`src/rtl/inst_fetch_pkg.sv`:
```
// Shared fetch-stage definitions: stall codes, bus widths, opcodes, FSM states, immediate helpers.
// No logic of its own.
// Imported by inst_fetch and inst_predecode.
package inst_fetch_pkg;

    typedef logic [1:0]  StallBus;
    typedef logic [31:0] InstAddrBus;
    typedef logic [31:0] InstBus;

    localparam StallBus Pass = 2'd0;
    localparam StallBus Hold = 2'd1;
    localparam StallBus Bubb = 2'd2;

    localparam logic [6:0] OP_JAL    = 7'b1101111;
    localparam logic [6:0] OP_BRANCH = 7'b1100011;

    typedef enum logic [1:0] {
        IF_IDLE    = 2'd0,
        IF_WAIT    = 2'd1,
        IF_READY   = 2'd2,
        IF_DISCARD = 2'd3
    } if_state_e;

    function automatic InstAddrBus j_imm(input InstBus inst);
        return {{12{inst[31]}}, inst[19:12], inst[20], inst[30:21], 1'b0};
    endfunction

    function automatic InstAddrBus b_imm(input InstBus inst);
        return {{20{inst[31]}}, inst[7], inst[30:25], inst[11:8], 1'b0};
    endfunction

endpackage

```
`src/rtl/inst_fetch_predecode.sv`:
```
// Static branch predictor on the fetched word; taken only for JAL and backward branches (STATIC_PREDICT_EN).
// Latency: combinational.
// Backpressure: none, pure function of inst and pc.
module inst_predecode
    import inst_fetch_pkg::*;
(
    input  logic [31:0] pc,
    input  logic [31:0] inst,
    output logic        predict_result,
    output logic [31:0] next_pc
);

`ifdef STATIC_PREDICT_EN
    always_comb begin
        predict_result = 1'b0;
        next_pc        = pc + 32'd4;
        if (inst[6:0] == OP_JAL) begin
            predict_result = 1'b1;
            next_pc        = pc + j_imm(inst);
        end else if (inst[6:0] == OP_BRANCH && inst[31]) begin
            // sign bit of the B-immediate marks a backward (loop) branch
            predict_result = 1'b1;
            next_pc        = pc + b_imm(inst);
        end
    end
`else
    logic unused_inst;

    assign unused_inst    = ^inst;
    assign predict_result = 1'b0;
    assign next_pc        = pc + 32'd4;
`endif

endmodule

```
`src/rtl/inst_fetch.sv`:
```
// Fetch PC holder and IF/ID producer; one outstanding word request, redirect on branch_error (predictor: STATIC_PREDICT_EN).
// Latency: instruction valid the cycle after inst_ready_i; N+2 cycles per instruction back to back.
// Backpressure: stall Hold/Bubb freezes the presented instruction; in-flight fetches always run to completion.
module inst_fetch
    import inst_fetch_pkg::*;
#(
    parameter logic [31:0] RESET_PC = 32'h0
) (
    input  logic        clk,
    input  logic        rst,
    input  logic [1:0]  stall,
    input  logic        branch_error,
    input  logic [31:0] branch_pc_i,
    output logic        inst_req_o,
    output logic [31:0] inst_addr_o,
    input  logic        inst_ready_i,
    input  logic [31:0] inst_data_i,
    output logic        stall_req_o,
    output logic [31:0] pc_o,
    output logic [31:0] inst_o,
    output logic [31:0] next_pc_o,
    output logic        predict_result_o
);

    if_state_e  state, state_nxt;
    InstAddrBus pc_r, pc_nxt;
    logic       req_nxt, stall_req_nxt, pred_nxt;
    InstAddrBus addr_nxt, pc_o_nxt, next_pc_nxt;
    InstBus     inst_nxt;

    logic       pd_pred;
    InstAddrBus pd_next_pc;

    // A transaction is still open at the memory controller and must be drained.
    logic       in_flight;

    assign in_flight = (state == IF_WAIT || state == IF_DISCARD) && !inst_ready_i;

    inst_predecode u_predecode (
        .pc             (pc_r),
        .inst           (inst_data_i),
        .predict_result (pd_pred),
        .next_pc        (pd_next_pc)
    );

    always_ff @(posedge clk or posedge rst) begin
        if (rst) begin
            state            <= IF_IDLE;
            pc_r             <= RESET_PC;
            inst_req_o       <= 1'b0;
            inst_addr_o      <= 32'h0;
            stall_req_o      <= 1'b1;
            pc_o             <= 32'h0;
            inst_o           <= 32'h0;
            next_pc_o        <= 32'h0;
            predict_result_o <= 1'b0;
        end else begin
            state            <= state_nxt;
            pc_r             <= pc_nxt;
            inst_req_o       <= req_nxt;
            inst_addr_o      <= addr_nxt;
            stall_req_o      <= stall_req_nxt;
            pc_o             <= pc_o_nxt;
            inst_o           <= inst_nxt;
            next_pc_o        <= next_pc_nxt;
            predict_result_o <= pred_nxt;
        end
    end

    always_comb begin
        state_nxt = state;
        if (branch_error) begin
            state_nxt = in_flight ? IF_DISCARD : IF_WAIT;
        end else begin
            case (state)
                IF_IDLE:    state_nxt = IF_WAIT;
                IF_WAIT:    if (inst_ready_i) state_nxt = IF_READY;
                IF_READY:   if (stall == Pass) state_nxt = IF_WAIT;
                IF_DISCARD: if (inst_ready_i) state_nxt = IF_WAIT;
                default:    state_nxt = IF_IDLE;
            endcase
        end
    end

    always_comb begin
        pc_nxt        = pc_r;
        req_nxt       = inst_req_o;
        addr_nxt      = inst_addr_o;
        stall_req_nxt = stall_req_o;
        pc_o_nxt      = pc_o;
        inst_nxt      = inst_o;
        next_pc_nxt   = next_pc_o;
        pred_nxt      = predict_result_o;
        if (branch_error) begin
            // An open transaction keeps its old address; the redirect is issued once it drains.
            pc_nxt        = branch_pc_i;
            stall_req_nxt = 1'b1;
            req_nxt       = 1'b1;
            if (!in_flight) addr_nxt = branch_pc_i;
        end else begin
            case (state)
                IF_IDLE: begin
                    req_nxt  = 1'b1;
                    addr_nxt = pc_r;
                end
                IF_WAIT: begin
                    if (inst_ready_i) begin
                        inst_nxt      = inst_data_i;
                        pc_o_nxt      = pc_r;
                        next_pc_nxt   = pd_next_pc;
                        pred_nxt      = pd_pred;
                        req_nxt       = 1'b0;
                        stall_req_nxt = 1'b0;
                    end
                end
                IF_READY: begin
                    // Hold and Bubb both keep the instruction presented.
                    if (stall == Pass) begin
                        pc_nxt        = next_pc_o;
                        req_nxt       = 1'b1;
                        addr_nxt      = next_pc_o;
                        stall_req_nxt = 1'b1;
                    end
                end
                IF_DISCARD: begin
                    if (inst_ready_i) addr_nxt = pc_r;
                end
                default: ;
            endcase
        end
    end

endmodule
```
`config.mk`:
```
export PLATFORM = sky130hd
export DESIGN_NAME = inst_fetch
export DESIGN_NICKNAME = d
export VERILOG_FILES = /design/src/rtl/inst_fetch_pkg.sv /design/src/rtl/inst_fetch_predecode.sv /design/src/rtl/inst_fetch.sv
export SDC_FILE = /design/constraint.sdc
export NUM_CORES = 1
export LEC_CHECK = 0
export BUFFER_PORTS_ARGS = -buffer_cell sky130_fd_sc_hd__buf_2
export CORE_UTILIZATION = 59
export CTS_BUF_LIST = sky130_fd_sc_hd__clkbuf_8
export CTS_CLUSTER_DIAMETER = 120
export CTS_CLUSTER_SIZE = 8
export DETAILED_ROUTE_END_ITERATION = 10
export HOLD_SLACK_MARGIN = 0.15
export MAX_ROUTING_LAYER = met4
export PLACE_DENSITY = 0.86
export SLEW_MARGIN = 20
export SYNTH_ARGS = -nofsm -noshare
export SYNTH_HDL_FRONTEND = slang
export SYNTH_SLANG_ARGS = --single-unit
```
`constraint.sdc`:
```
create_clock -name clk -period 14.75 [get_ports clk]
set_input_delay 2.95 -clock clk [delete_from_list [all_inputs] [get_ports clk]]
set_output_delay 2.95 -clock clk [all_outputs]
set_load 0.05 [all_outputs]
```
==> flow_summary_export.csv <==
group,metric,value,unit
sta,finalClockSkew,10.5,ps
worst_setup_path,crit_chain,"buf_2 -> buf_4 -> nand4bb_4 -> buf_4 -> nor2_1 -> or4b_1 -> nand3_1",
clock_tree,cts.sinks,162,
sta,clock.fmax,202,MHz
cells_and_area,final_common_cell,"nand2_1",
detailed_routing,viasPerCell,5.55,
power,p_per_area,185,nW/um^2
global_routing,antenna_found_initial,0,
worst_setup_path,cp.arrival,5340,ps
die,die_h,115,um
cells_and_area,fin_nets,1050,
worst_setup_path,cp.required,15150,ps
clock_tree,clockBufferDepth,2,
detailed_routing,first_pass_iters,5,
synthesis,yosysWarnings,0,
global_routing,grt_pass1_wl,30.2,mm
sta,rsz0062_at_grt,"false",
synthesis,postSynthCellCount,815,
die,die_width,115,um
placed_design,place_congestion,0.835,
worst_setup_path,cp-end-kind,"register",
die,core,12600,um^2
global_routing,grt_pass1_vias,6094,
synthesis,synth_edf_count,0,
worst_setup_path,crit_type,"input port to register",
worst_setup_path,cp_slowest_cell,"nand4bb_4",
run_status,status,"completed",
global_routing,grt_max_degree,84,
detailed_routing,vias,6465,
worst_setup_path,worst_path_most_repeated_cell,"buf_4",
detailed_routing,ant_nets,0,
worst_setup_path,max_stage_delay,660,ps
clock_tree,holdBufCountCts,0,
sta,final-max-slew-violation-count,0,
sta,hold_violations,0,
cells_and_area,drive_above_1_share,28.2,%
synthesis,syn_area,7570,um^2
placed_design,hpwl,12.5,mm
synthesis,yosysSeqAreaShare,53.6,%
power,power.leakage,4.70,nW
worst_setup_path,path_max_fanout,69,
clock_tree,clk_latency,460,ps
global_routing,grt_overflow,0,
sta,setup_viol,0,
synthesis,syn-num-nets,886,
die,dieArea,13300,um^2
detailed_routing,wl_per_cell,16.0,um
worst_setup_path,cp-start-kind,"input port",
die,initial_core_util,60.2,%
detailed_routing,detail_route.wirelength,18.7,mm
sta,fin_crit,4940,ps
worst_hold_path,hold_path.class,"register to register",
detailed_routing,drt-initial-drc-count,450,
flow_run,drv_cap,0,
clock_tree,cts_made_buffers,17,
clock_tree,clkTransAtPathRegs,90,ps
die,ios,201,
cells_and_area,antenna_cells,0,
worst_setup_path,cp_top_family,"simple AND/OR/NAND/NOR gates",
cells_and_area,fin_cells,1164,
sta,worst_pin_slew,884,ps
synthesis,ys_async_sr_fraction,100,%
die,num_rows,41,
placed_design,dp_cells,1132,
placed_design,port_buffers,199,
detailed_routing,drc,0,
clock_tree,cts_tree,"built",
clock_tree,cts_root_buf,"clkbuf_8",
cells_and_area,area_growth,19.9,%
synthesis,ys_seq_elements,162,
synthesis,synth_cell_type_count,43,
worst_setup_path,path_buf_inv,3,
synthesis,synth_ff_type,"dfrtp_1",
clock_tree,cts.repair.resized,0,
clock_tree,post-cts-setup-buffer-count,0,
global_routing,globalRouteTotalUtil,30.7,%
synthesis,syn_avg_cell_area,9.29,um^2
sta,relSlewSlack,40.6,%
clock_tree,cts_max_level,4,
sta,post-route-period-util,33.5,%
cells_and_area,final_cell_mix,"271 x nand2_1, 199 x buf_2, 161 x dfrtp_1",
power,max-vdd-ir-drop,0.133,mV
sta,setup_tns,0,ps
sta,whs,473,ps
[synthesized netlist by cell type, drive strengths merged (2+ instances only)]
cell / number / area [um^2]
dfrtp: 161 / 4030
inv: 9 / 33.8
a211o: 2 / 17.5
or3: 3 / 18.8
nand4: 10 / 83.8
xor2: 4 / 35.0
and2: 3 / 18.8
clkbuf: 45 / 169
buf: 17 / 88.8
and4: 3 / 26.3
nor3: 3 / 15.0
nor4: 6 / 37.5
o21ai: 92 / 460
or4: 11 / 86.3
mux2: 32 / 360
a21boi: 33 / 248
nor2: 17 / 63.8
nand2: 271 / 1020
nand3: 14 / 70.1
o31ai: 7 / 52.6
nand2b: 2 / 12.5
mux2i: 33 / 330
a31oi: 11 / 68.8
nor2b: 2 / 12.5
xnor2: 10 / 87.6
a21oi: 2 / 10.0
[tightest hold or removal path, cell delays in order, from the launching register on]
cell and delay, ps:
dfrtp_1 340, nand2_1 50, nand2_1 50
[cell type report]
type / instances / area, um^2
fillers: 968 / 3490
inverters: 9 / 38.8
multi-input cells: 582 / 3280
repair buffers: 207 / 1070
clock buffers: 20 / 275
flip-flops and latches: 162 / 4060
well taps: 172 / 215
clock inverters: 12 / 140
[where the power goes]
part | switching (mW) | internal, mW | leakage, nW | total, mW
registers | 0.103 | 0.559 | 2.02 | 0.662
clock network | 0.160 | 0.178 | 0.218 | 0.338
logic | 0.518 | 0.162 | 2.46 | 0.680
[final timing paths]
path / start / to / slack, ps / depth (start not counted)
max in group asynchronous: rst / inst_addr_o[24] / 10960 / 3
setup / recovery: branch_error / next_pc_o[28] / 9810 / 7
hold / removal: pc_o[18] / pc_o[18] / 470 / 2
setup reg to reg: pc_r[4] / next_pc_o[23] / 12270 / 4
hold reg to reg: pc_o[18] / pc_o[18] / 470 / 2
min in group asynchronous: rst / inst_o[3] / 2620 / 2
[through the flow]
step	utilization, %	setup WS (ps)	power [mW]	instance area [um^2]
6_report	72.2	9810	1.68	9080
5_1_grt	72.2	9670	1.77	9080
4_1_cts	72.1	9860	1.69	9070
3_5_place_dp	68.8	9370	1.35	8650
3_3_place_gp	68.6	9420	1.33	8620
2_1_floorplan	-	7430	1.17	7570
[sequential cells by signal (all words and copies together), names as in the netlist]
register	count
inst_req_o	1
pc_r	32
next_pc_o	30
inst_o	32
pc_o	32
stall_req_o	1
state	2
inst_addr_o	32
[cell families (layout without fill, tap and decap cells)]
group	count (synthesis)	after routing	synth area share [%]
and+or+nand+nor	350	350	19.9
DFF	162	162	53.6
AOI/OAI and AO/OA	151	151	11.8
buffers and inverters	71	248	3.85
muxes	65	65	9.12
xor gates and xnor gates	14	14	1.62
adders and majority gates	1	1	0.165
other	1	1	0.0495
[layer usage]
layer / vias to the layer above / GRT usage (%) / routed length [um]
li1: 3065 / - / -
met1: 3096 / 40.3 / 8170
met2: 266 / 46.8 / 8880
met3: 38 / 5.80 / 1140
met4: 0 / 13.2 / 469
met5: - / - / 0
(Power assumes the default switching activity.)
